[src/rtl/mem_port_arbiter_pkg.sv]
// Shared definitions for the memory port arbiter: FSM state encodings,
// requester IDs and the wait-counter width.
package mem_port_arbiter_pkg;

    typedef enum logic [1:0] {
        ST_IDLE   = 2'd0,
        ST_ACCESS = 2'd1,
        ST_RESP   = 2'd2
    } arb_state_e;

    typedef enum logic {
        REQ_CPU = 1'b0,
        REQ_LDR = 1'b1
    } req_id_e;

    localparam int unsigned WAIT_CNT_W = 4;

    // bit 1 of the one-hot grant selects the loader; anything else is the CPU
    function automatic req_id_e onehot_to_id(input logic [1:0] grant);
        return grant[1] ? REQ_LDR : REQ_CPU;
    endfunction

endpackage

[src/rtl/mem_port_arbiter_if.sv]
// Bundle of the CPU port, the loader port and the shared memory port.
// The slave modport is the arbiter's view; master is the requesters/memory side.
interface mem_port_arbiter_if #(
    parameter int unsigned DATA_WIDTH = 32
);
    logic                  cpu_req;
    logic                  cpu_we;
    logic [DATA_WIDTH-1:0] cpu_addr;
    logic [DATA_WIDTH-1:0] cpu_wdata;
    logic [DATA_WIDTH-1:0] cpu_rdata;
    logic                  cpu_ack;
    logic                  cpu_stall;

    logic                  ldr_req;
    logic                  ldr_we;
    logic [DATA_WIDTH-1:0] ldr_addr;
    logic [DATA_WIDTH-1:0] ldr_wdata;
    logic [DATA_WIDTH-1:0] ldr_rdata;
    logic                  ldr_ack;

    logic [DATA_WIDTH-1:0] mem_addr;
    logic [DATA_WIDTH-1:0] mem_wdata;
    logic                  mem_we;
    logic [DATA_WIDTH-1:0] mem_rdata;

    modport slave (
        input  cpu_req, cpu_we, cpu_addr, cpu_wdata,
        output cpu_rdata, cpu_ack, cpu_stall,
        input  ldr_req, ldr_we, ldr_addr, ldr_wdata,
        output ldr_rdata, ldr_ack,
        output mem_addr, mem_wdata, mem_we,
        input  mem_rdata
    );

    modport master (
        output cpu_req, cpu_we, cpu_addr, cpu_wdata,
        input  cpu_rdata, cpu_ack, cpu_stall,
        output ldr_req, ldr_we, ldr_addr, ldr_wdata,
        input  ldr_rdata, ldr_ack,
        input  mem_addr, mem_wdata, mem_we,
        output mem_rdata
    );

endinterface

[src/rtl/mem_port_arbiter_rr_grant2.sv]
// Two-way round-robin grant: a lone request always wins; on a tie the
// requester that was not granted last wins.
module rr_grant2
    import mem_port_arbiter_pkg::*;
(
    input  logic [1:0] i_req,
    input  req_id_e    i_last,
    output logic [1:0] o_grant
);

    always_comb begin
        o_grant = '0;
        case (i_req)
            2'b01:   o_grant = 2'b01;
            2'b10:   o_grant = 2'b10;
            2'b11:   o_grant = (i_last == REQ_CPU) ? 2'b10 : 2'b01;
            default: o_grant = '0;
        endcase
    end

endmodule

[src/rtl/mem_port_arbiter.sv]
// Shares one memory port between the multicycle CPU and the loader/debug port.
// IDLE grants and latches a request, ACCESS waits WAIT_STATES+1 cycles, RESP acks.
module mem_port_arbiter
    import mem_port_arbiter_pkg::*;
#(
    parameter int unsigned WAIT_STATES = 1,
    parameter int unsigned DATA_WIDTH  = 32
) (
    input  logic              clk,
    input  logic              reset,
    mem_port_arbiter_if.slave bus
);

    localparam logic [WAIT_CNT_W-1:0] WS = WAIT_CNT_W'(WAIT_STATES);

    arb_state_e r_state;
    arb_state_e w_next;

    logic [WAIT_CNT_W-1:0] r_cnt;
    req_id_e               r_gnt;
    req_id_e               r_last;
    logic                  r_we;
    logic                  r_first;
    logic [DATA_WIDTH-1:0] r_addr;
    logic [DATA_WIDTH-1:0] r_wdata;
    logic [DATA_WIDTH-1:0] r_cpu_rdata;
    logic [DATA_WIDTH-1:0] r_ldr_rdata;

    logic [1:0] w_req;
    logic [1:0] w_grant;
    req_id_e    w_gnt_id;
    logic       w_mem_we;
    logic       w_cpu_ack;
    logic       w_ldr_ack;

    assign w_req = {bus.ldr_req, bus.cpu_req};

    rr_grant2 u_rr_grant2 (
        .i_req   (w_req),
        .i_last  (r_last),
        .o_grant (w_grant)
    );

    assign w_gnt_id = onehot_to_id(w_grant);

    always_ff @(posedge clk or posedge reset) begin
        if (reset) begin
            r_state <= ST_IDLE;
        end else begin
            r_state <= w_next;
        end
    end

    always_comb begin
        w_next = r_state;
        case (r_state)
            ST_IDLE:   if (|w_req) w_next = ST_ACCESS;
            ST_ACCESS: if (r_cnt == '0) w_next = ST_RESP;
            ST_RESP:   w_next = ST_IDLE;
            default:   w_next = ST_IDLE;
        endcase
    end

    // r_last resets to LDR so that the first tie after reset goes to the CPU
    always_ff @(posedge clk or posedge reset) begin
        if (reset) begin
            r_cnt       <= '0;
            r_gnt       <= REQ_CPU;
            r_last      <= REQ_LDR;
            r_we        <= 1'b0;
            r_first     <= 1'b0;
            r_addr      <= '0;
            r_wdata     <= '0;
            r_cpu_rdata <= '0;
            r_ldr_rdata <= '0;
        end else begin
            case (r_state)
                ST_IDLE: begin
                    if (|w_req) begin
                        r_gnt   <= w_gnt_id;
                        r_last  <= w_gnt_id;
                        r_cnt   <= WS;
                        r_first <= 1'b1;
                        if (w_gnt_id == REQ_LDR) begin
                            r_we    <= bus.ldr_we;
                            r_addr  <= bus.ldr_addr;
                            r_wdata <= bus.ldr_wdata;
                        end else begin
                            r_we    <= bus.cpu_we;
                            r_addr  <= bus.cpu_addr;
                            r_wdata <= bus.cpu_wdata;
                        end
                    end
                end
                ST_ACCESS: begin
                    r_first <= 1'b0;
                    if (r_cnt == '0) begin
                        if (r_gnt == REQ_LDR) begin
                            r_ldr_rdata <= bus.mem_rdata;
                        end else begin
                            r_cpu_rdata <= bus.mem_rdata;
                        end
                    end else begin
                        r_cnt <= r_cnt - 1'b1;
                    end
                end
                default: begin
                end
            endcase
        end
    end

    // Decoded from registered state, so reset clears these without waiting for a clock
    always_comb begin
        w_mem_we  = 1'b0;
        w_cpu_ack = 1'b0;
        w_ldr_ack = 1'b0;
        case (r_state)
            ST_ACCESS: w_mem_we = r_first & r_we;
            ST_RESP: begin
                w_cpu_ack = (r_gnt == REQ_CPU);
                w_ldr_ack = (r_gnt == REQ_LDR);
            end
            default: begin
            end
        endcase
    end

    assign bus.mem_we    = w_mem_we;
    assign bus.mem_addr  = r_addr;
    assign bus.mem_wdata = r_wdata;
    assign bus.cpu_rdata = r_cpu_rdata;
    assign bus.ldr_rdata = r_ldr_rdata;
    assign bus.cpu_ack   = w_cpu_ack;
    assign bus.ldr_ack   = w_ldr_ack;
    assign bus.cpu_stall = bus.cpu_req & ~w_cpu_ack;

endmodule

[src/flat_wrapper.sv]
// flat-port wrapper written by rule: the top's interface ports become plain ports
module mem_port_arbiter_flat import mem_port_arbiter_pkg::*;
#(
    parameter int unsigned WAIT_STATES = 1,
    parameter int unsigned DATA_WIDTH  = 32
)
  (clk, reset, bus_cpu_req, bus_cpu_we, bus_cpu_addr, bus_cpu_wdata, bus_cpu_rdata, bus_cpu_ack, bus_cpu_stall, bus_ldr_req, bus_ldr_we, bus_ldr_addr, bus_ldr_wdata, bus_ldr_rdata, bus_ldr_ack, bus_mem_addr, bus_mem_wdata, bus_mem_we, bus_mem_rdata);
  mem_port_arbiter_if #(.DATA_WIDTH(DATA_WIDTH)) bus_i ();
  input  logic clk;
  input  logic reset;
  input wire logic [$bits(bus_i.cpu_req)-1:0] bus_cpu_req;
  input wire logic [$bits(bus_i.cpu_we)-1:0] bus_cpu_we;
  input wire logic [$bits(bus_i.cpu_addr)-1:0] bus_cpu_addr;
  input wire logic [$bits(bus_i.cpu_wdata)-1:0] bus_cpu_wdata;
  output wire logic [$bits(bus_i.cpu_rdata)-1:0] bus_cpu_rdata;
  output wire logic [$bits(bus_i.cpu_ack)-1:0] bus_cpu_ack;
  output wire logic [$bits(bus_i.cpu_stall)-1:0] bus_cpu_stall;
  input wire logic [$bits(bus_i.ldr_req)-1:0] bus_ldr_req;
  input wire logic [$bits(bus_i.ldr_we)-1:0] bus_ldr_we;
  input wire logic [$bits(bus_i.ldr_addr)-1:0] bus_ldr_addr;
  input wire logic [$bits(bus_i.ldr_wdata)-1:0] bus_ldr_wdata;
  output wire logic [$bits(bus_i.ldr_rdata)-1:0] bus_ldr_rdata;
  output wire logic [$bits(bus_i.ldr_ack)-1:0] bus_ldr_ack;
  output wire logic [$bits(bus_i.mem_addr)-1:0] bus_mem_addr;
  output wire logic [$bits(bus_i.mem_wdata)-1:0] bus_mem_wdata;
  output wire logic [$bits(bus_i.mem_we)-1:0] bus_mem_we;
  input wire logic [$bits(bus_i.mem_rdata)-1:0] bus_mem_rdata;
  assign bus_i.cpu_req = bus_cpu_req;
  assign bus_i.cpu_we = bus_cpu_we;
  assign bus_i.cpu_addr = bus_cpu_addr;
  assign bus_i.cpu_wdata = bus_cpu_wdata;
  assign bus_cpu_rdata = bus_i.cpu_rdata;
  assign bus_cpu_ack = bus_i.cpu_ack;
  assign bus_cpu_stall = bus_i.cpu_stall;
  assign bus_i.ldr_req = bus_ldr_req;
  assign bus_i.ldr_we = bus_ldr_we;
  assign bus_i.ldr_addr = bus_ldr_addr;
  assign bus_i.ldr_wdata = bus_ldr_wdata;
  assign bus_ldr_rdata = bus_i.ldr_rdata;
  assign bus_ldr_ack = bus_i.ldr_ack;
  assign bus_mem_addr = bus_i.mem_addr;
  assign bus_mem_wdata = bus_i.mem_wdata;
  assign bus_mem_we = bus_i.mem_we;
  assign bus_i.mem_rdata = bus_mem_rdata;
  mem_port_arbiter #(.WAIT_STATES(WAIT_STATES), .DATA_WIDTH(DATA_WIDTH)) u_core (.clk(clk), .reset(reset), .bus(bus_i));
endmodule
[config.mk]
export PLATFORM = sky130hd
export DESIGN_NAME = mem_port_arbiter_flat
export DESIGN_NICKNAME = d
export VERILOG_FILES = /design/src/rtl/mem_port_arbiter_pkg.sv /design/src/rtl/mem_port_arbiter_if.sv /design/src/rtl/mem_port_arbiter_rr_grant2.sv /design/src/rtl/mem_port_arbiter.sv /design/src/flat_wrapper.sv
export SDC_FILE = /design/constraint.sdc
export NUM_CORES = 1
export LEC_CHECK = 0
export BUFFER_PORTS_ARGS = -buffer_cell sky130_fd_sc_hd__buf_4
export CORE_UTILIZATION = 40
export DETAILED_ROUTE_END_ITERATION = 10
export GPL_TIMING_DRIVEN = 0
export PLACE_DENSITY_LB_ADDON = 0.2
export SLEW_MARGIN = 10
export SYNTH_ARGS = -nofsm -noshare
export SYNTH_HDL_FRONTEND = slang
export SYNTH_HIERARCHICAL = 1
export SYNTH_SLANG_ARGS = --single-unit
[constraint.sdc]
create_clock -name clk -period 4.5 [get_ports clk]
set_clock_uncertainty 0.2 [all_clocks]
set_input_delay 0.225 -clock clk [delete_from_list [all_inputs] [get_ports clk]]
set_output_delay 0.225 -clock clk [all_outputs]
set_load 0.03 [all_outputs]
==> flow_metrics.env <==
export IMPL_cts_setup_buffers=0
export IMPL_cpMostUsedCell="buf_2"
export IMPL_final_cell_mix="buf_4, dlygate4sd3_1, dfrtp_1"
export IMPL_hold_buffers=159
export IMPL_peakVddDrop_mv=0.286
export IMPL_num_vias=6068
export IMPL_layout_drive_gt1_share_pct=39.9
export IMPL_hold_worst_slack_ps=36.3
export IMPL_power_uw=7520
export IMPL_ant_nets=0
export IMPL_grt_pass1_wl_um=32900
export IMPL_cp_cell_sequence="dlygate4sd3_1 > buf_4 > a21boi_0 > buf_2 > buf_2 > buf_2 > mux2i_1 > dlygate4sd3_1 > a31oi_1"
export IMPL_critPathRequiredTime_ps=4560
export IMPL_hpwl_um=12800
export IMPL_synth_net_count=650
export IMPL_setup_viol=0
export IMPL_worst_setup_path_start_kind="input port"
export IMPL_root_buffer="clkbuf_16"
export IMPL_drv_slew=0
export IMPL_grt_use_total_pct=27.0
export IMPL_fmax_mhz=345
export IMPL_postSynthAreaPerCell_um2=12.6
export IMPL_antenna_found_initial=0
export IMPL_stdcell_area_um2=10700
export IMPL_multi_input_area_um2=2370
export IMPL_drcViolationCount=36
export IMPL_insertion_delay_ps=410
export IMPL_final_common_cell="buf_4"
export IMPL_cts_sink_count=138
export IMPL_syn2layout_area_growth_pct=76.5
export IMPL_cts_tree="built"
export IMPL_n_antenna_cell=0
export IMPL_rsz0062_at_grt="no"
export IMPL_gr_total_overflow=0
export IMPL_cp_slowest_stage_delay_ps=580
export IMPL_die_h_um=125
export IMPL_initial_utilization_pct=41.4
export IMPL_fin_crit_sh_pct=64.4
export IMPL_core_area_um2=14600
export IMPL_critPathKind="input port to flip-flop"
export IMPL_end_kind="flip-flop"
export IMPL_die_area_um2=15600
export IMPL_drtPass1Iterations=8
export IMPL_row_count=44
export IMPL_worst_pin_slew_ps=758
export IMPL_wl_um=20400
export IMPL_power_density_nw_per_um2=703
export IMPL_nets=1126
export IMPL_syn_instance_count=482
export IMPL_path_max_fanout=10
export IMPL_p_leak_uw=0.00502
export IMPL_nFillCells=923
export IMPL_cts_buffers=17
export IMPL_violations="design-rule violations"
export IMPL_ys_warn_count=6
export IMPL_syn_area_um2=6060
export IMPL_slew_headroom_pct=49.5
export IMPL_grt_pass1_vias=6535
export IMPL_cp_slowest_cell="dlygate4sd3_1"
export IMPL_ctsResizeCount=0
export IMPL_hold_path_class="input port to flip-flop"
export IMPL_ios=298
export IMPL_first_iter_violations=383
export IMPL_die_x_um=125
export IMPL_gp_congestion=0.831
export IMPL_dp_cells=964
export IMPL_status="finished, violations left"
export IMPL_h_tree_depth=4
export IMPL_vias_per_cell=5.25
export IMPL_numPortBuffers=297
export IMPL_clock_path_buffers=2
export IMPL_finalSetupTns_ps=0
export IMPL_fin_cells=1155
export IMPL_clk_pin_slew_worst_paths_ps=60
export IMPL_seq_area_um2=3450
export IMPL_cap_violations=0
export IMPL_hold_viol_final=0
export IMPL_drt_wirelength_per_cell_um=17.7
export IMPL_min_period_ps=2900
export IMPL_grt_max_degree=82
export IMPL_place_area_um2=8550
export IMPL_worst_endpoint_arrival_ps=2960
-- metrics by stage --
step                      setup slack [ps]  utilization [%]
after floorplan                        380                -
after global placement                -973             58.2
after detailed placement              2300             58.4
after CTS                             1660             73.0
after global routing                  1470             73.0
final                                 1600             73.0
-- worst paths after layout --
kind                             startpoint                  endpoint  slack [ps]  cells after the start
setup / recovery                bus_ldr_req   u_core/bus.mem_wdata[2]        1600                      9
min in group asynchronous             reset  u_core/bus.ldr_rdata[30]         220                      3
setup reg to reg              u_core/r_last   u_core/bus.mem_wdata[2]        1750                      7
max in group asynchronous             reset   u_core/bus.mem_wdata[2]        3080                      4
hold / removal             bus_ldr_addr[31]   u_core/bus.mem_addr[31]          40                      3
hold reg to reg              u_core/r_first            u_core/r_first         280                      2
-- layout make-up --
type                            instances  area share (%)
Clock inverter                         13           0.972
Timing Repair Buffer                  457            36.0
Buffer                                 44            2.03
Clock buffer                           19            4.14
Multi-Input combinational cell        296            22.2
Tap cell                              184            2.15
Inverter                                4           0.187
Sequential cell                       138            32.3
-- layer usage --
metal,part of all wire [%],vias up,global-route usage [%]
met5,0,-,0
met4,4.0,0,13.5
met3,7.9,61,7.74
met2,51,335,47.5
met1,37,2917,29.9
li1,-,2755,-
-- state kept, by name, summed over array words and instances (netlist names) --
name,cells
u_core/r_gnt,1
u_core/r_cnt,4
u_core/bus.cpu_rdata,32
u_core/bus.ldr_rdata,32
u_core/r_last,1
u_core/r_we,1
u_core/bus.mem_wdata,32
u_core/r_first,1
u_core/bus.mem_addr,32
u_core/r_state,2
-- worst max-delay path: cells and delay by family --
kind	cells	cell delay [ps]
compound gates	2	300
buf+inv	6	2150
mux	1	280
-- where the power goes --
part	switching (uW)	internal [uW]
clock network	510	767
registers	367	1870
logic	2370	1630
No activity file was read; power rests on OpenSTA's default activity.
